<file path="config.mk">
export PLATFORM = sky130hd
export DESIGN_NAME = dm_sram_arbiter
export DESIGN_NICKNAME = d
export VERILOG_FILES = /design/src/rtl/dm_arb_pkg.sv /design/src/rtl/rr_pick2.sv /design/src/rtl/dm_sram_arbiter.sv
export SDC_FILE = /design/constraint.sdc
export NUM_CORES = 1
export LEC_CHECK = 0
export CORE_MARGIN = 2
export CORE_UTILIZATION = 30
export CTS_CLUSTER_DIAMETER = 150
export DETAILED_ROUTE_END_ITERATION = 16
export GPL_ROUTABILITY_DRIVEN = 0
export HOLD_SLACK_MARGIN = 0.05
export PLACE_DENSITY = 0.82
export SLEW_MARGIN = 20
export SYNTH_ARGS = -nofsm -noshare
export SYNTH_HDL_FRONTEND = slang
export SYNTH_HIERARCHICAL = 1
export SYNTH_SLANG_ARGS = --single-unit
export TNS_END_PERCENT = 1
</file>
<file path="constraint.sdc">
create_clock -name clk -period 2 [get_ports clk]
set_input_delay 0.4 -clock clk [delete_from_list [all_inputs] [get_ports clk]]
set_output_delay 0.4 -clock clk [all_outputs]
set_load 0.01 [all_outputs]
</file>
<file path="src/rtl/dm_arb_pkg.sv">
// Shared types and constants for the data-memory SRAM arbiter.
// Master indices, state encoding and SRAM field widths.
package dm_arb_pkg;

    localparam int unsigned ADDR_W = 14;
    localparam int unsigned DATA_W = 32;

    localparam logic M0 = 1'b0;
    localparam logic M1 = 1'b1;

    typedef enum logic [1:0] {
        IDLE,
        OWN0,
        OWN1
    } arb_state_t;

    typedef logic [3:0] web_t;

endpackage

</file>
<file path="src/rtl/rr_pick2.sv">
// Two-way round-robin winner select with a bounded burst.
// Pure combinational; the caller owns all state.
module rr_pick2
    import dm_arb_pkg::*;
#(
    parameter int unsigned BURST_MAX = 4
) (
    input  logic [1:0] req,
    input  arb_state_t state,
    input  logic [3:0] burst_cnt,
    input  logic       last_winner,
    output logic [1:0] winner
);

    localparam logic [3:0] BURST_TOP = 4'(BURST_MAX - 1);

    logic both;
    logic keep;

    // Pick the winner: lone requester, owner burst, or alternate on a tie.
    always_comb begin
        winner = 2'b00;
        both   = &req;
        keep   = burst_cnt < BURST_TOP;
        unique case (1'b1)
            (!both): winner = req;
            (both && state == OWN0): winner = keep ? 2'b01 : 2'b10;
            (both && state == OWN1): winner = keep ? 2'b10 : 2'b01;
            default: winner = last_winner ? 2'b01 : 2'b10;
        endcase
    end

endmodule

</file>
<file path="src/rtl/dm_sram_arbiter.sv">
// Shares one data-memory SRAM macro between the CPU port and a second master.
// Single-cycle issue, read data returned one cycle later with a per-master valid.
module dm_sram_arbiter #(
    parameter int unsigned ADDR_W    = dm_arb_pkg::ADDR_W,
    parameter int unsigned DATA_W    = dm_arb_pkg::DATA_W,
    parameter int unsigned BURST_MAX = 4
) (
    input  logic                   clk,
    input  logic                   rst,
    input  logic [1:0]             req_i,
    input  logic [1:0][3:0]        we_i,
    input  logic [1:0][ADDR_W-1:0] addr_i,
    input  logic [1:0][DATA_W-1:0] wdata_i,
    output logic [1:0]             gnt_o,
    output logic [1:0]             rvalid_o,
    output logic [DATA_W-1:0]      rdata_o,
    output logic                   sram_cs_o,
    output logic                   sram_oe_o,
    output logic [3:0]             sram_web_o,
    output logic [ADDR_W-1:0]      sram_a_o,
    output logic [DATA_W-1:0]      sram_di_o,
    input  logic [DATA_W-1:0]      sram_do_i
);

    import dm_arb_pkg::*;

    localparam logic [3:0] BURST_TOP = 4'(BURST_MAX - 1);

    arb_state_t        state_q, state_d;
    logic [3:0]        burst_q, burst_d;
    logic              last_q, last_d;
    logic              rd_pend_q, rd_pend_d;
    logic              rd_owner_q, rd_owner_d;
    logic [ADDR_W-1:0] a_q, a_d;
    logic [DATA_W-1:0] di_q, di_d;

    logic [1:0] pick;
    logic       issue;
    logic       m;
    arb_state_t own_m;

    rr_pick2 #(
        .BURST_MAX(BURST_MAX)
    ) u_pick (
        .req        (req_i),
        .state      (state_q),
        .burst_cnt  (burst_q),
        .last_winner(last_q),
        .winner     (pick)
    );

    // Grant and SRAM drive; no grant can escape while reset is held.
    always_comb begin
        gnt_o      = pick & {2{rst}};
        issue      = |gnt_o;
        m          = gnt_o[1];
        own_m      = m ? OWN1 : OWN0;
        sram_cs_o  = issue;
        sram_a_o   = issue ? addr_i[m] : a_q;
        sram_di_o  = issue ? wdata_i[m] : di_q;
        sram_web_o = issue ? ~we_i[m] : 4'hF;
        sram_oe_o  = rd_pend_q;
        rvalid_o   = rd_pend_q ? (rd_owner_q ? 2'b10 : 2'b01) : 2'b00;
        rdata_o    = rd_pend_q ? sram_do_i : '0;
    end

    // Next ownership, burst count and read-return bookkeeping.
    always_comb begin
        state_d    = IDLE;
        burst_d    = '0;
        last_d     = last_q;
        rd_pend_d  = 1'b0;
        rd_owner_d = rd_owner_q;
        a_d        = sram_a_o;
        di_d       = sram_di_o;
        if (issue) begin
            state_d    = own_m;
            last_d     = m;
            rd_pend_d  = (we_i[m] == 4'h0);
            rd_owner_d = m;
            if (state_q == own_m) begin
                burst_d = (burst_q >= BURST_TOP) ? BURST_TOP : burst_q + 4'd1;
            end
        end
    end

    // State registers; reset also kills any read in flight.
    always_ff @(posedge clk or negedge rst) begin
        if (!rst) begin
            state_q    <= IDLE;
            burst_q    <= '0;
            last_q     <= M1;
            rd_pend_q  <= 1'b0;
            rd_owner_q <= M0;
            a_q        <= '0;
            di_q       <= '0;
        end else begin
            state_q    <= state_d;
            burst_q    <= burst_d;
            last_q     <= last_d;
            rd_pend_q  <= rd_pend_d;
            rd_owner_q <= rd_owner_d;
            a_q        <= a_d;
            di_q       <= di_d;
        end
    end

    // A waiting master must hold its request until granted.
    for (genvar g = 0; g < 2; g++) begin : g_hold
        req_hold_a: assert property (@(posedge clk) disable iff (!rst)
            (req_i[g] && !gnt_o[g]) |=> req_i[g]);
    end

endmodule

</file>
## Word-level counts from Yosys, hierarchy flattened

Cells that the tools add are included.

| cells by class | value |
|---|---|
| $add $sub $neg | 1 |
| order comparisons | 3 |
| equal/unequal tests | 3 |
| mux-type cells | 22 |
| bitwise operators | 2 |
| reductions and logical operators | 6 |

Operators by type and width:

| kind | number |
|---|---|
| $mux W32 | 4 |
| $mux W14 | 3 |
| $mux W4 | 6 |
| $mux W2 | 7 |
| $pmux W2 S3 | 1 |
| $add A4 B1 Y4 const B | 1 |
| $ge A4 B2 Y1 const B | 1 |
| $logic_not A4 Y1 | 1 |
| $lt A4 B2 Y1 const B | 1 |
| $not A4 Y4 | 1 |
| $and A2 B2 Y2 | 1 |
| $eq A2 B1 Y1 const B | 1 |
| $eq A2 B2 Y1 | 1 |
| $eq A2 B2 Y1 const B | 1 |
| $logic_and A1 B1 Y1 | 2 |
| $lt A1 B2 Y1 const B | 1 |
| $reduce_and A2 Y1 | 1 |
| $reduce_or A2 Y1 | 1 |
| $logic_not A1 Y1 | 1 |
| $mux W1 | 1 |

| word-level totals | value |
|---|---|
| register bits after elaboration | 55 |
| input port bits | 136 |
| output and inout bits | 88 |
| word-level logic and storage cells | 44 |

## Longest topological paths before layout

| depth | value |
|---|---|
| depth in word-level cells | 8 |
| depth in mapped cells | 9 |
| mapped depth without buffers | 6 |

## Cells and area by module

Netlist, hierarchy kept.

By module, submodules not included:

| module | times used | cells an instance | area each (µm²) | sequential area each (µm²) |
|---|---|---|---|---|
| dm_sram_arbiter | 1 | 275 | 2738.9 | 1377.6 |
| rr_pick2 | 1 | 15 | 95.1 | 0.0 |

## Worst setup path before layout

No wires, ideal clock.

| path | value |
|---|---|
| kind | register -> output |
| from | register burst_q[1] |
| to | output port sram_di_o[14] |
| data arrival time | 1.770 ns |
| required time | 1.600 ns |
| setup slack | -0.170 ns |
| cell stages (with the launch flop) | 10 |
| buffers on the path | 3 |
| cells stage by stage | dfrtp_1 > a211o_1 > nand3_1 > and4_1 > and2_4 > buf_6 > buf_4 > buf_4 > nand2_1 > o21ai_0 |

| on the way | value |
|---|---|
| word-level cells in the longest chain between the ends | 7 |
| elaborated cells between the ends (all ways) | 9 |
| those cells by class | 1 x order compare; 6 x mux; 1 x bitwise; 1 x reduce/logical |

Ends and longest elaborated chain:

| element | line | source |
|---|---|---|
| start, declared | dm_sram_arbiter.sv:30 | `logic [3:0] burst_q, burst_d;` |
| start signal, assigned | dm_sram_arbiter.sv:99 | `burst_q <= burst_d;` |
| $lt A4 B2 Y1 * | rr_pick2.sv:24 | `keep = burst_cnt < BURST_TOP;` |
| $mux W2 (on tied branches) | rr_pick2.sv:28, rr_pick2.sv:27 |  |
| $pmux W2 S3 * | rr_pick2.sv:25 | `unique case (1'b1)` |
| via pick[1] | dm_sram_arbiter.sv:37 | `logic [1:0] pick;` |
| $and A2 B2 Y2 * | dm_sram_arbiter.sv:54 | `gnt_o = pick & {2{rst}};` |
| $mux W32 (not written as such) (2 in series) | dm_sram_arbiter.sv:60 | `sram_di_o = issue ? wdata_i[m] : di_q;` |
| $mux W32 * | dm_sram_arbiter.sv:60 |  |
| end, declared | dm_sram_arbiter.sv:21 | `output logic [DATA_W-1:0] sram_di_o,` |

The timed path passes the listed nets; every way through them passes the cells marked *. The select of a mux whose other input is x is not followed.

## Worst setup path after layout

| path | value |
|---|---|
| from | register burst_q[1] |
| to | output port sram_a_o[2] |

| on the way | value |
|---|---|
| elaborated cells between the ends (all ways) | 9 |
| those cells by class | 1 x order compare; 6 x mux; 1 x bitwise; 1 x reduce/logical |

RTL lines:

| element | line | source |
|---|---|---|
| $lt A4 B2 Y1 * | rr_pick2.sv:24 |  |
| $mux W2 (on tied branches) | rr_pick2.sv:28, rr_pick2.sv:27 |  |
| $pmux W2 S3 * | rr_pick2.sv:25 |  |
| via pick[0] | dm_sram_arbiter.sv:37 |  |
| $and A2 B2 Y2 * | dm_sram_arbiter.sv:54 |  |
| $reduce_or A2 Y1 * | dm_sram_arbiter.sv:55 | `issue = \|gnt_o;` |
| $mux W14 * | dm_sram_arbiter.sv:59 | `sram_a_o = issue ? addr_i[m] : a_q;` |
| end, declared | dm_sram_arbiter.sv:20 | `output logic [ADDR_W-1:0] sram_a_o,` |

Marked as above.

==> metrics.yaml <==
global_route:
  grt_max_degree: 37
  grt_antenna_before_repair: 0
  grt_pass1_vias: 3318
  grt_pass1_wl_mm: 16.5
  grt_usage: 0.207
  gr-total-overflow: 0
clock_tree:
  ctsHtreeMaxLevel: 2
  clkTransAtPathRegs_ps: 100
  cts_tree: "yes"
  clk_latency_ps: 300
  clockBufferDepth: 2
  clock-sinks: 55
  cts_root_buf: "clkbuf_8"
  cts_buffers: 5
route:
  dr.pass1.iters: 4
  via_count: 3138
  routed_wl_mm: 10.9
  detail_route.drc_violations: 0
  routedWlPerCell_um: 16.7
  antenna_left: 0
  avgViaCountPerCell: 4.80
  first_iter_violations: 102
timing:
  fmax_mhz: 369
  rsz0062_at_grt: "yes"
  worst_slack_ps: -712
  hold_viol: 0
  fin_crit_sh: 1.36
  drv_slew: 0
  finClkSkew_ps: 4.67
  setup_violations: 59
  fin_crit_ps: 2710
critical_path:
  worstSetupPathType: "flip-flop to primary output"
  critPathCaptureType: "primary output"
  required_ps: 1600
  cp.arrival_ps: 2310
  reg2reg_slack_ps: -130
  reg2reg_to: "sram_oe_o"
  rr_startpoint: "burst_q[1]"
  cp_max_fo: 7
  rr_worst_depth: 8
  startpoint_type: "flip-flop"
yosys:
  yosysWarnings: 6
  yosysUniqueCellTypes: 32
  ys_seq_elements: 55
  synthCells: 290
  syn_area_mm2: 0.00283
  yosysSeqAreaShare: 0.486
  syn-mean-instance-area_um2: 9.77
power:
  intPower_w: 0.00255
  power_density_mw_per_mm2: 642
  switching_share: 0.317
  p_leak_nw: 2.81
  ir_drop_v: 0.000350
  clkPwrFrac: 0.184
  power_frac_seq: 0.385
  p_switching_w: 0.00119
  combinationalPowerShare: 0.431
floorplanning:
  rows: 35
  die_area_mm2: 0.0102
  num_io_pins: 224
  dieWidth_um: 101
  coreArea_mm2: 0.00920
  initial_core_util: 0.308
  dieHeight_um: 101
placement:
  dp_slack_ps: -909
  dpl.hpwl_mm: 7.87
  dpl_cell_area_mm2: 0.00548
  io_buffers: 223
final_layout:
  final_net_count: 679
  antenna_cells: 0
  syn_to_final_growth_pct: 106
  stdcell_area_mm2: 0.00583
  drive_gt1_frac: 0.324
status:
  violations: "setup timing"
  outcome: "complete, but fails checks"
min_path:
  hold_class: "input pin to async pin"
flow_run:
  maxCapViolCount: 0
-- registers in the layout, summed over array words and instances, names as in the netlist --
name        count
state_q         2
rd_owner_q      1
sram_oe_o       1
di_q           32
a_q            14
burst_q         4
last_q          1
-- cells in the mapped netlist --
master | n | area (um^2)
mux2i_1 | 46 | 460
inv_1 | 3 | 11.3
nor2_1 | 2 | 7.51
clkbuf_1 | 6 | 22.5
mux2_2 | 1 | 11.3
nor2b_1 | 4 | 25.0
buf_4 | 3 | 22.5
a21o_1 | 2 | 15.0
buf_6 | 1 | 11.3
and2_1 | 34 | 213
and3b_1 | 1 | 8.76
dfstp_2 | 1 | 26.3
o21a_1 | 1 | 7.51
nand3_1 | 2 | 10.0
o21ai_0 | 49 | 245
conb_1 | 1 | 3.75
a21oi_1 | 3 | 15.0
o211ai_1 | 1 | 7.51
and2_4 | 1 | 8.76
a211o_1 | 1 | 8.76
or4_1 | 1 | 7.51
a41oi_1 | 1 | 8.76
a22oi_1 | 3 | 22.5
and4_1 | 1 | 8.76
nor3b_1 | 1 | 7.51
nor4bb_1 | 1 | 10.0
nor3_1 | 2 | 10.0
dfrtp_1 | 54 | 1350
a211oi_2 | 1 | 12.5
nand2_1 | 51 | 191
buf_2 | 10 | 50.1
ha_1 | 1 | 12.5
-- worst max-delay path by stage --
stage                     startpoint             to  slack (ps)  cells past startpoint
final                     burst_q[1]    sram_a_o[2]        -710                      9
after global routing      burst_q[1]    sram_a_o[2]        -840                      9
after CTS                 burst_q[0]  sram_di_o[11]        -730                      8
after detailed placement    req_i[0]    sram_a_o[2]        -910                      8
after global placement      req_i[0]    sram_a_o[6]        -840                      8
after floorplan           burst_q[0]  sram_di_o[14]         -60                      9
-- kinds of logic after synthesis --
group                    after synthesis  synth area share
multiplexers                          47             0.166
other                                  1           0.00132
AO/OA/AOI/OAI                         62             0.121
flip-flops                            55             0.486
buffers and inverters                 23            0.0415
adder cells (fa/ha/maj)                1           0.00441
AND/OR/NAND/NOR                      101             0.179
-- metrics by stage --
step	total power (W)	util	instances	hold slack, ps	TNS [ps]
after floorplan	0.00212	-	291	104	-2120
after global placement	0.00305	0.596	628	485	-43350
after detailed placement	0.00310	0.596	628	505	-47700
after CTS	0.00373	0.619	646	208	-31930
after global routing	0.00396	0.633	654	224	-40240
final	0.00374	0.633	654	209	-33120
-- placed cells by master, fill, tap and decap left out, types with 3 or more instances in the layout --
cell type        count
dfrtp_1             54
mux2i_2              8
nor2b_1              4
buf_12               6
nand2_2              5
o21ai_2             44
a22oi_1              3
clkdlybuf4s50_1    161
nand2_1             45
mux2i_1             38
dlymetal6s2s_1       8
and2_1              33
clkbuf_8             7
buf_16               6
buf_4               24
buf_2               45
clkdlybuf4s15_2      4
buf_6                8
-- layout make-up --
type	instances	area, um^2
Clock buffer	8	100
Fill cell	771	3370
Inverter	3	11.3
Multi-Input combinational cell	213	1630
Sequential cell	55	1380
Tap cell	111	139
Timing Repair Buffer	264	2570
-- critical path, cell delays in order (launching register included) --
cell and delay [ps]:
dfrtp_1 420, a211oi_2 300, nand2_1 110, a41oi_2 220, nand2_4 180, buf_12 180
buf_16 140, mux2i_2 160, o21ai_2 140, buf_2 150
-- power by group through the flow --
| stage | registers (W) | logic (W) | clock network, W |
|---|---|---|---|
| global placement | 0.00144 | 0.00161 | 0 |
| CTS | 0.00143 | 0.00158 | 0.000710 |
| global route | 0.00146 | 0.00174 | 0.000750 |
| finish | 0.00144 | 0.00161 | 0.000690 |
| floorplan | 0.00142 | 0.000698 | 0 |
| detailed placement | 0.00145 | 0.00165 | 0 |
-- repair_timing --
| item | in CTS | in global routing |
|---|---|---|
| gates cloned | 5 | 1 |
| hold buffers | 0 | 0 |
| pin swaps | 7 | 7 |
| resized for setup | 226 | 39 |
| buffers inserted | 5 | 7 |
| endpoints found under the setup margin | 69 | 106 |
-- per-layer routing --
metal	routed length [um]	track usage
met1	3730	0.207
met2	6130	0.415
met3	915	0.0580
met4	127	0.0499
met5	0	0
Note: power is estimated with default switching activity, not from simulation.
